===== config.mk =====
export PLATFORM = sky130hd
export DESIGN_NAME = seq_code_lock
export DESIGN_NICKNAME = d
export VERILOG_FILES = /design/src/rtl/seq_lock_pkg.sv /design/src/rtl/lock_timer.sv /design/src/rtl/seq_code_lock.sv
export SDC_FILE = /design/constraint.sdc
export NUM_CORES = 1
export LEC_CHECK = 0
export CORE_UTILIZATION = 59
export DETAILED_ROUTE_END_ITERATION = 6
export GPL_TIMING_DRIVEN = 0
export PLACE_DENSITY = 0.83
export SLEW_MARGIN = 25
export SYNTH_ARGS = -nofsm -noshare
export SYNTH_HDL_FRONTEND = slang
export SYNTH_HIERARCHICAL = 1
export SYNTH_SLANG_ARGS = --single-unit

===== constraint.sdc =====
create_clock -name clk -period 4.6 [get_ports clk]
set_input_delay 0.92 -clock clk [delete_from_list [all_inputs] [get_ports clk]]
set_output_delay 0.92 -clock clk [all_outputs]
set_load 0.05 [all_outputs]

===== src/rtl/seq_lock_pkg.sv =====
// ---------------------------------------------------------------------------
// seq_lock_pkg
// Shared definitions for the sequential code lock:
//   - lock_state_t : FSM state encoding (ENTRY, UNLOCKED, LOCKOUT)
//   - BCD_W        : width of the BCD progress digit
//   - CODE_MAX_W   : widest packed code the lock supports (9 digits x 4 bits)
//   - code_digit() : extracts one digit from a packed code word
// No ports; imported with "import seq_lock_pkg::*;".
// ---------------------------------------------------------------------------
package seq_lock_pkg;

    // Two bits cover the three legal states; the fourth encoding is illegal
    // and the lock FSM steers it back to ENTRY.
    typedef enum logic [1:0] {
        ENTRY    = 2'b00,
        UNLOCKED = 2'b01,
        LOCKOUT  = 2'b10
    } lock_state_t;

    localparam int BCD_W      = 4;
    localparam int CODE_MAX_W = 36;

    // Returns digit idx of a packed code whose digits are btn_w bits wide.
    // Digit 0 sits in the least significant bits and is entered first.
    function automatic logic [3:0] code_digit(input logic [CODE_MAX_W-1:0] code,
                                              input logic [3:0]            idx,
                                              input int                    btn_w);
        int         shamt;
        logic [3:0] mask;
        shamt = 32'(idx) * btn_w;
        mask  = (4'd1 << btn_w) - 4'd1;
        return 4'(code >> shamt) & mask;
    endfunction

endpackage


===== src/rtl/lock_timer.sv =====
// ---------------------------------------------------------------------------
// lock_timer
// Loadable down-counter shared by the lockout and auto-relock countdowns.
// Ports:
//   clk      in   system clock
//   rst_n    in   synchronous active-low reset (clears the count)
//   load     in   load load_val this cycle (wins over en)
//   load_val in   value to load
//   en       in   decrement by one while non-zero
//   zero     out  count is zero
// ---------------------------------------------------------------------------
module lock_timer #(
    parameter int WIDTH = 4
) (
    input  logic             clk,
    input  logic             rst_n,
    input  logic             load,
    input  logic [WIDTH-1:0] load_val,
    input  logic             en,
    output logic             zero
);

    logic [WIDTH-1:0] count;

    // The count parks at zero so the owner can sample zero for as long as
    // it needs without the counter wrapping underneath it.
    always_ff @(posedge clk) begin
        if (!rst_n) begin
            count <= '0;
        end else if (load) begin
            count <= load_val;
        end else if (en && (count != '0)) begin
            count <= count - WIDTH'(1);
        end
    end

    assign zero = (count == '0);

endmodule


===== src/rtl/seq_code_lock.sv =====
// ---------------------------------------------------------------------------
// seq_code_lock
// N-digit button code lock with failed-attempt counting, timed lockout and
// simultaneous-press rejection.
// Ports:
//   clk         in   system clock, all logic on posedge
//   RST_BTN_N   in   synchronous active-low reset
//   btn         in   NUM_BTNS one-cycle press pulses (bit k = button k)
//   unlocked    out  high while the code has been matched
//   progress    out  BCD count of correct digits entered (0..CODE_LEN)
//   locked_out  out  high while presses are ignored after too many failures
//   fail_cnt    out  failed attempts since the last unlock or reset
// Optional feature: define SEQ_LOCK_AUTO_RELOCK_EN to re-lock automatically
// RELOCK_CYCLES cycles after unlocking when no button is pressed.
// ---------------------------------------------------------------------------
module seq_code_lock
    import seq_lock_pkg::*;
#(
    parameter int NUM_BTNS       = 2,
    parameter int CODE_LEN       = 5,
    parameter     CODE           = 5'b11010,
    parameter int MAX_FAILS      = 3,
    parameter int LOCKOUT_CYCLES = 16,
    parameter int RELOCK_CYCLES  = 32
) (
    input  logic               clk,
    input  logic               RST_BTN_N,
    input  logic [NUM_BTNS-1:0] btn,
    output logic               unlocked,
    output logic [BCD_W-1:0]   progress,
    output logic               locked_out,
    output logic [BCD_W-1:0]   fail_cnt
);

    localparam int BTN_W = (NUM_BTNS > 2) ? $clog2(NUM_BTNS) : 1;

    // One counter serves both countdowns, so it is sized for the longer one
    // in every build; that keeps the datapath identical with or without
    // auto-relock.
    localparam int TIMER_MAX = (LOCKOUT_CYCLES > RELOCK_CYCLES) ? LOCKOUT_CYCLES : RELOCK_CYCLES;
    localparam int TIMER_W   = (TIMER_MAX > 2) ? $clog2(TIMER_MAX) : 1;

    localparam logic [TIMER_W-1:0]    LOCKOUT_LOAD = TIMER_W'(LOCKOUT_CYCLES - 1);
`ifdef SEQ_LOCK_AUTO_RELOCK_EN
    localparam logic [TIMER_W-1:0]    RELOCK_LOAD  = TIMER_W'(RELOCK_CYCLES - 1);
`endif
    localparam logic [CODE_MAX_W-1:0] CODE_EXT     = CODE_MAX_W'(CODE);
    localparam logic [BCD_W-1:0]      FULL_P       = BCD_W'(CODE_LEN);
    localparam logic [BCD_W-1:0]      LAST_P       = BCD_W'(CODE_LEN - 1);
    localparam logic [BCD_W-1:0]      MAX_F        = BCD_W'(MAX_FAILS);

    lock_state_t        state;
    lock_state_t        next_state;
    logic [BCD_W-1:0]   next_progress;
    logic [BCD_W-1:0]   next_fail;
    logic [BCD_W-1:0]   fail_inc;
    logic [3:0]         press_k;
    logic [3:0]         digit_p;
    logic [3:0]         digit_0;
    logic               pressed;
    logic               single;
    logic               press_ok;
    logic [BCD_W-1:0]   restart_p;
    logic               timer_load;
    logic               timer_en;
    logic [TIMER_W-1:0] timer_val;
    logic               timer_zero;

    lock_timer #(
        .WIDTH (TIMER_W)
    ) u_timer (
        .clk      (clk),
        .rst_n    (RST_BTN_N),
        .load     (timer_load),
        .load_val (timer_val),
        .en       (timer_en),
        .zero     (timer_zero)
    );

    // Press decode: index of the pressed button; only meaningful when exactly
    // one bit is set, since simultaneous presses are always treated as wrong.
    always_comb begin
        press_k = '0;
        for (int i = 0; i < NUM_BTNS; i++) begin
            if (btn[i]) begin
                press_k = 4'(i);
            end
        end
    end

    assign pressed   = |btn;
    assign single    = $onehot(btn);
    assign digit_p   = code_digit(CODE_EXT, progress, BTN_W);
    assign digit_0   = code_digit(CODE_EXT, 4'd0, BTN_W);
    assign press_ok  = single && (press_k == digit_p);
    assign restart_p = (single && (press_k == digit_0)) ? BCD_W'(1) : '0;
    assign fail_inc  = (fail_cnt == MAX_F) ? fail_cnt : fail_cnt + BCD_W'(1);

    // State, progress and failure count registers; reset overrides any
    // entry, lockout or unlock in progress.
    always_ff @(posedge clk) begin
        if (!RST_BTN_N) begin
            state    <= ENTRY;
            progress <= '0;
            fail_cnt <= '0;
        end else begin
            state    <= next_state;
            progress <= next_progress;
            fail_cnt <= next_fail;
        end
    end

    // Next-state logic. A wrong press with no digits yet entered is not an
    // attempt, so it never counts as a failure. A wrong press that happens to
    // match digit 0 starts the next attempt immediately.
    always_comb begin
        next_state    = state;
        next_progress = progress;
        next_fail     = fail_cnt;
        timer_load    = 1'b0;
        timer_en      = 1'b0;
        timer_val     = LOCKOUT_LOAD;
        case (state)
            ENTRY: begin
                if (pressed) begin
                    if (press_ok) begin
                        if (progress == LAST_P) begin
                            next_state    = UNLOCKED;
                            next_progress = FULL_P;
                            next_fail     = '0;
`ifdef SEQ_LOCK_AUTO_RELOCK_EN
                            timer_load    = 1'b1;
                            timer_val     = RELOCK_LOAD;
`endif
                        end else begin
                            next_progress = progress + BCD_W'(1);
                        end
                    end else if (progress != '0) begin
                        next_fail = fail_inc;
                        if (fail_inc == MAX_F) begin
                            next_state    = LOCKOUT;
                            next_progress = '0;
                            timer_load    = 1'b1;
                            timer_val     = LOCKOUT_LOAD;
                        end else begin
                            next_progress = restart_p;
                        end
                    end
                end
            end
            UNLOCKED: begin
`ifdef SEQ_LOCK_AUTO_RELOCK_EN
                timer_en = 1'b1;
`endif
                if (pressed) begin
                    next_state    = ENTRY;
                    next_progress = restart_p;
`ifdef SEQ_LOCK_AUTO_RELOCK_EN
                end else if (timer_zero) begin
                    next_state    = ENTRY;
                    next_progress = '0;
`endif
                end
            end
            LOCKOUT: begin
                timer_en      = 1'b1;
                next_progress = '0;
                if (timer_zero) begin
                    next_state = ENTRY;
                    next_fail  = '0;
                end
            end
            default: begin
                next_state    = ENTRY;
                next_progress = '0;
            end
        endcase
    end

    assign unlocked   = (state == UNLOCKED);
    assign locked_out = (state == LOCKOUT);

endmodule


* After elaboration in Yosys (flattened, before gate mapping)
Cells that the tools add are included.
Widths: inputs -> output; s select.
** Word-level totals
- Register bits after elaboration :: 15
- Output and inout bits :: 10
- Logic and storage cells :: 71
** Operators by class
- Add/sub/neg operators :: 4
- Equal/unequal tests :: 13
- Shift-type cells :: 1
- Muxes and demuxes :: 32
- Bitwise logic cells :: 1
- Reductions and logical operators :: 15
** Operators by type and width (count)
- $mux 4 :: 13
- $pmux 4 s2 :: 2
- $mux 2 :: 7
- $mux 1 :: 9
- $ne 3x3->1 const B :: 3
- $add 4x1->4 const B :: 2
- $eq 4x2->1 const B :: 2
- $pmux 2 s3 :: 1
- $reduce_and 6->1 :: 1
- $logic_not 5->1 :: 1
- $reduce_and 5->1 :: 1
- $reduce_bool 5->1 :: 1
- $shr 5x4->1 const A :: 1
- $sub 5x1->5 const B :: 1
- $eq 2x1->1 const B :: 2
- $eq 4x3->1 const B :: 1
- $logic_not 4->1 :: 1
- $ne 2x1->1 const B :: 2
- $reduce_bool 2->1 :: 2
- $reduce_bool 4->1 :: 1
- $reduce_or 2->1 :: 2
- $logic_and 1x1->1 :: 3
- $reduce_and 3->1 :: 1
- $add 1x1->2 :: 1
- 5 further kinds :: 5

* Longest topological paths before layout
- Word-level depth :: 9
- Depth in mapped cells :: 11

* Cells and area by module
Netlist, hierarchy kept.
** By module, submodules not included
- seq_code_lock :: times used 1, cells an instance 117, area an instance 879.6 sq um
- lock_timer :: times used 1, cells an instance 37, area an instance 299.0 sq um

* Worst setup path before layout
Ideal clock, no wire load.
- Kind :: in2reg
- From :: input port btn[1]
- To :: register u_timer.count[4]
- Setup time :: 132 ps
- Arrival time :: 2713 ps
- Setup slack :: 1755 ps
- Cell stages on the path :: 11
- Cells stage by stage :: buf_4 -> inv_1 -> ha_1 -> a31oi_1 -> o21ai_0 -> a211oi_1 -> nor2b_1 -> clkbuf_1 -> inv_1 -> o311ai_0 -> a21boi_0
** Between the ends
- Cells in the longest elaborated chain, start to end :: 7
- Elaborated cells between the ends (all ways) :: 10
** RTL lines
- from (decl) :: line seq_code_lock.sv:28 : input logic [NUM_BTNS-1:0] btn,
- $add 1x1->2 (implied by the code) or $mux 1 (tied branches) :: line seq_code_lock.sv:92, seq_code_lock.sv:85
- $eq 2x1->1 or $eq 1x1->1 (tied branches) :: line seq_code_lock.sv:92, seq_code_lock.sv:95
- $logic_and 1x1->1 :: line seq_code_lock.sv:95 : assign press_ok = single && (press_k == digit_p);
- $mux 1 :: line seq_code_lock.sv:126 : if (press_ok) begin
- $mux 1 * :: line seq_code_lock.sv:125 : if (pressed) begin
- $mux 1 * :: line seq_code_lock.sv:123 : case (state)
- named net timer_load :: line seq_code_lock.sv:64 : logic timer_load;
- $reduce_or 2->1 (no source line) *
- to (signal assigned) :: line lock_timer.sv:31 : count <= load_val;
- to (signal assigned) :: line lock_timer.sv:33 : count <= count - WIDTH'(1);
- to (decl) :: line lock_timer.sv:23 : logic [WIDTH-1:0] count;
Mark *: on every way through the listed nets, which the timed path passes. The rest lies on a longest branch.
A chain may end at the register's enable or synchronous reset.

* Worst setup path after layout
- From :: input port btn[0]
- To :: register u_timer.count[4]
** Between the ends
- Cells in the longest elaborated chain, start to end :: 7
- Elaborated cells between the ends (all ways) :: 8
** RTL lines
- $add 1x1->2 (implied by the code) :: line seq_code_lock.sv:92 : assign single = $onehot(btn);
- $eq 2x1->1 :: line seq_code_lock.sv:92
- $logic_and 1x1->1 :: line seq_code_lock.sv:95
- $mux 1 :: line seq_code_lock.sv:126
- $mux 1 * :: line seq_code_lock.sv:125
- $mux 1 * :: line seq_code_lock.sv:123
- named net timer_load :: line seq_code_lock.sv:64
- $reduce_or 2->1 (no source line) *
Marks and branches as above.

==> out/metrics.json <==
{
  "hold_viol_final": 0,
  "worstPathArrival_ns": 3.52,
  "cp_max_fo": 9,
  "cts_tree": "built",
  "final.period_utilization_pct": 72.9,
  "synth_cell_type_count": 51,
  "cts-htree-levels": 1,
  "max-clock-path-buffers": 2,
  "grt_most_used_layer": "met2",
  "worst_clock_skew_ns": 0.00424,
  "grt_pass1_wl_um": 4460,
  "post_synth_inst_count": 154,
  "global_route.usage.met1_pct": 37.4,
  "rsz0062_at_grt": "no",
  "count_of_nets_left_with_antenna_violations_after_detail_routing": 0,
  "worst-slew-pin-transition_ns": 0.552,
  "core_region_area_um2": 1800,
  "ctsHoldBuffers": 0,
  "post-route-drc-count": 0,
  "ff_latch_count_synth": 15,
  "synth-async-reset-ratio_pct": 0,
  "largest_net_degree_at_the_start_of_global_routing": 11,
  "synth.cell_area_um2": 1180,
  "cts_root_buf": "sky130_fd_sc_hd__clkbuf_4",
  "drt_pass1_iterations": 4,
  "timing.critical_path.to_type": "flop",
  "cts_inserted_buffers": 3,
  "cts_setup_buffers": 0,
  "drt_wl_total_um": 2720,
  "timing.critical_path.from_type": "input port",
  "final_layout_size_suffix_gt1_share_pct": 11.0,
  "std_cell_rows": 15,
  "synthesis.yosys.warnings": 6,
  "final_core_util_pct": 76.0,
  "achievable-frequency_ghz": 0.298,
  "layout.nets": 184,
  "met2_usage_in_global_routing_pct": 46.4,
  "die_area_um2": 2180,
  "ys_seq_area_share_pct": 25.5,
  "globalRouteOverflowTotal": 0,
  "antenna_found_initial": 0,
  "cellPowerDensity_nw_per_um2": 254,
  "timing.max_cap.violations": 0,
  "power.leakage_nw": 0.517,
  "drt-wirelength-per-cell_um": 13.7,
  "floorplan.io_pins": 14,
  "die-width_um": 46.7,
  "floorplan.initialDensity_pct": 65.4,
  "antenna-diode-count": 0,
  "filler_cell_count": 157,
  "setup.worst_path.class": "in -> reg",
  "grt_usage_pct": 28.3,
  "drv_slew": 0,
  "estimated_wirelength_of_the_detail_placed_design_um": 2060,
  "setup-tns-final_ns": 0,
  "worstSkewPairLatency_ns": 0.29,
  "finalWeightedCongestion": 0.925,
  "grt.met3_usage_pct": 3.92,
  "clk_pin_slew_ns": 0.10,
  "area.growth.synth_to_final_pct": 16.1,
  "syn-mean-instance-area_um2": 7.65,
  "clkSinkCount": 15,
  "timing.final.crit_period_ns": 3.35,
  "critPathRequiredTime_ns": 4.77,
  "timing.slew.headroom_pct": 62.7,
  "class_of_the_tightest_hold_or_removal_check": "reg -> reg",
  "die_y_um": 46.7,
  "first_global_vias": 1027,
  "avgViaCountPerCell": 5.99,
  "number_of_synthesized_flops_with_an_enable_pin": 0,
  "finalSetupViolations": 0,
  "status": "complete, no violations",
  "postcts_resize_cnt": 0,
  "vias": 1186,
  "ir_drop_mv": 0.177,
  "io_buffers": 12,
  "dominant_register_cell_in_the_synthesized_netlist": "sky130_fd_sc_hd__dfxtp_1",
  "drt_iter0_markers": 53
}
state kept, by name, indices dropped and copies added, names as in the netlist:
register,cells
state,2
progress,4
fail_cnt,4
u_timer/count,5
critical path: stages:
cell                              delay, ns
sky130_fd_sc_hd__clkdlybuf4s50_1       0.47
sky130_fd_sc_hd__inv_1                 0.04
sky130_fd_sc_hd__ha_1                  0.36
sky130_fd_sc_hd__a31oi_1               0.18
sky130_fd_sc_hd__o21ai_0               0.12
sky130_fd_sc_hd__a211oi_1              0.47
sky130_fd_sc_hd__nor2b_1               0.19
sky130_fd_sc_hd__clkbuf_1              0.33
sky130_fd_sc_hd__inv_1                 0.16
sky130_fd_sc_hd__o311ai_0              0.13
sky130_fd_sc_hd__a21boi_0              0.15
cell families after synthesis:
logic type	share of synthesized area, %
AND/OR/NAND/NOR	30.3
AO/OA/AOI/OAI	26.1
buffers and inverters	9.55
flip-flops	25.5
adder cells (fa/ha/maj)	6.37
other	0.637
XOR/XNOR	0.743
multiplexers	0.849
worst paths after layout:
| path | end | cells past startpoint | start | slack, ns |
|---|---|---|---|---|
| setup / recovery | u_timer/count[4] | 11 | btn[0] | 1.25 |
| hold / removal | u_timer/count[1] | 2 | u_timer/count[1] | 0.52 |
| setup reg to reg | u_timer/count[4] | 11 | progress[0] | 1.89 |
| hold reg to reg | u_timer/count[1] | 2 | u_timer/count[1] | 0.52 |
final cells by class:
cell class	instances	area [um^2]	area share, %
Multi-Input combinational cell	122	777	56.8
Sequential cell	15	300	21.9
Timing Repair Buffer	12	120	8.78
Buffer	6	58.8	4.30
Inverter	14	53.8	3.93
Tap cell	25	31.3	2.29
Clock buffer	3	22.5	1.65
Clock inverter	1	5.00	0.366
cells in the mapped netlist, types with 2 or more instances:
cell type	count	area (um^2)
sky130_fd_sc_hd__nor3_1	4	20.0
sky130_fd_sc_hd__o2111ai_1	2	17.5
sky130_fd_sc_hd__a41oi_1	2	17.5
sky130_fd_sc_hd__o21ai_0	12	60.1
sky130_fd_sc_hd__ha_1	6	75.1
sky130_fd_sc_hd__nand4_1	2	12.5
sky130_fd_sc_hd__o311a_1	2	20.0
sky130_fd_sc_hd__or2b_2	2	17.5
sky130_fd_sc_hd__inv_1	13	48.8
sky130_fd_sc_hd__nor2b_1	2	12.5
sky130_fd_sc_hd__nand3_1	5	25.0
sky130_fd_sc_hd__nor2_1	10	37.5
sky130_fd_sc_hd__a211oi_1	3	22.5
sky130_fd_sc_hd__nor3b_1	2	15.0
sky130_fd_sc_hd__conb_1	2	7.51
sky130_fd_sc_hd__o22ai_1	3	18.8
sky130_fd_sc_hd__a21boi_0	2	15.0
sky130_fd_sc_hd__buf_6	3	33.8
sky130_fd_sc_hd__dfxtp_1	15	300
sky130_fd_sc_hd__and3_1	2	12.5
sky130_fd_sc_hd__or3_1	3	18.8
sky130_fd_sc_hd__a31oi_1	3	18.8
sky130_fd_sc_hd__a21oi_1	8	40.0
sky130_fd_sc_hd__nand2_1	17	63.8
sky130_fd_sc_hd__nand2b_1	3	18.8
power breakdown:
group	switching, W	total [W]	internal [W]
sequential	0.00000658	0.000142	0.000135
combinational	0.0000774	0.000127	0.0000492
clock	0.0000466	0.0000789	0.0000323
cell usage in the layout, fill, tap and decap left out, types with 2 or more instances in the layout:
| cell type | netlist | routed |
|---|---|---|
| sky130_fd_sc_hd__nand2_1 | 17 | 17 |
| sky130_fd_sc_hd__dfxtp_1 | 15 | 15 |
| sky130_fd_sc_hd__inv_1 | 13 | 13 |
| sky130_fd_sc_hd__o21ai_0 | 12 | 12 |
| sky130_fd_sc_hd__clkdlybuf4s50_1 | 0 | 12 |
| sky130_fd_sc_hd__nor2_1 | 10 | 10 |
| sky130_fd_sc_hd__a21oi_1 | 8 | 8 |
| sky130_fd_sc_hd__ha_1 | 6 | 6 |
| sky130_fd_sc_hd__nand3_1 | 5 | 5 |
| sky130_fd_sc_hd__conb_1 | 2 | 5 |
| sky130_fd_sc_hd__nor3_1 | 4 | 4 |
| sky130_fd_sc_hd__buf_6 | 3 | 3 |
| sky130_fd_sc_hd__nand2b_1 | 3 | 3 |
| sky130_fd_sc_hd__a31oi_1 | 3 | 3 |
| sky130_fd_sc_hd__or3_1 | 3 | 3 |
| sky130_fd_sc_hd__a211oi_1 | 3 | 3 |
| sky130_fd_sc_hd__o22ai_1 | 3 | 3 |
| sky130_fd_sc_hd__clkbuf_4 | 0 | 3 |
| sky130_fd_sc_hd__a41oi_1 | 2 | 2 |
| sky130_fd_sc_hd__nor2b_1 | 2 | 2 |
| sky130_fd_sc_hd__o2111ai_1 | 2 | 2 |
| sky130_fd_sc_hd__a21boi_0 | 2 | 2 |
| sky130_fd_sc_hd__nand4_1 | 2 | 2 |
| sky130_fd_sc_hd__or2b_2 | 2 | 2 |
| sky130_fd_sc_hd__and3_1 | 2 | 2 |
| sky130_fd_sc_hd__o311a_1 | 2 | 2 |
| sky130_fd_sc_hd__clkinv_2 | 1 | 2 |
| sky130_fd_sc_hd__nor3b_1 | 2 | 2 |
per-stage QoR:
| stage | hold slack (ns) | power [W] | setup WS, ns | cells | instance area, um^2 |
|---|---|---|---|---|---|
| 2_1_floorplan | 0.471 | 0.000237 | 1.76 | 157 | 1190 |
| 3_3_place_gp | 0.496 | 0.000264 | 1.06 | 194 | 1340 |
| 3_5_place_dp | 0.510 | 0.000268 | 0.935 | 194 | 1340 |
| 4_1_cts | 0.524 | 0.000345 | 1.27 | 198 | 1370 |
| 5_1_grt | 0.531 | 0.000365 | 1.01 | 198 | 1370 |
| 6_report | 0.518 | 0.000347 | 1.25 | 198 | 1370 |
per-layer routing:
metal | vias up | share of wire [%]
met2 | 41 | 46
met5 | - | 0
li1 | 594 | -
met4 | 0 | 1.4
met1 | 545 | 46
met3 | 6 | 6.3
Power figures use the tool's default switching activity.
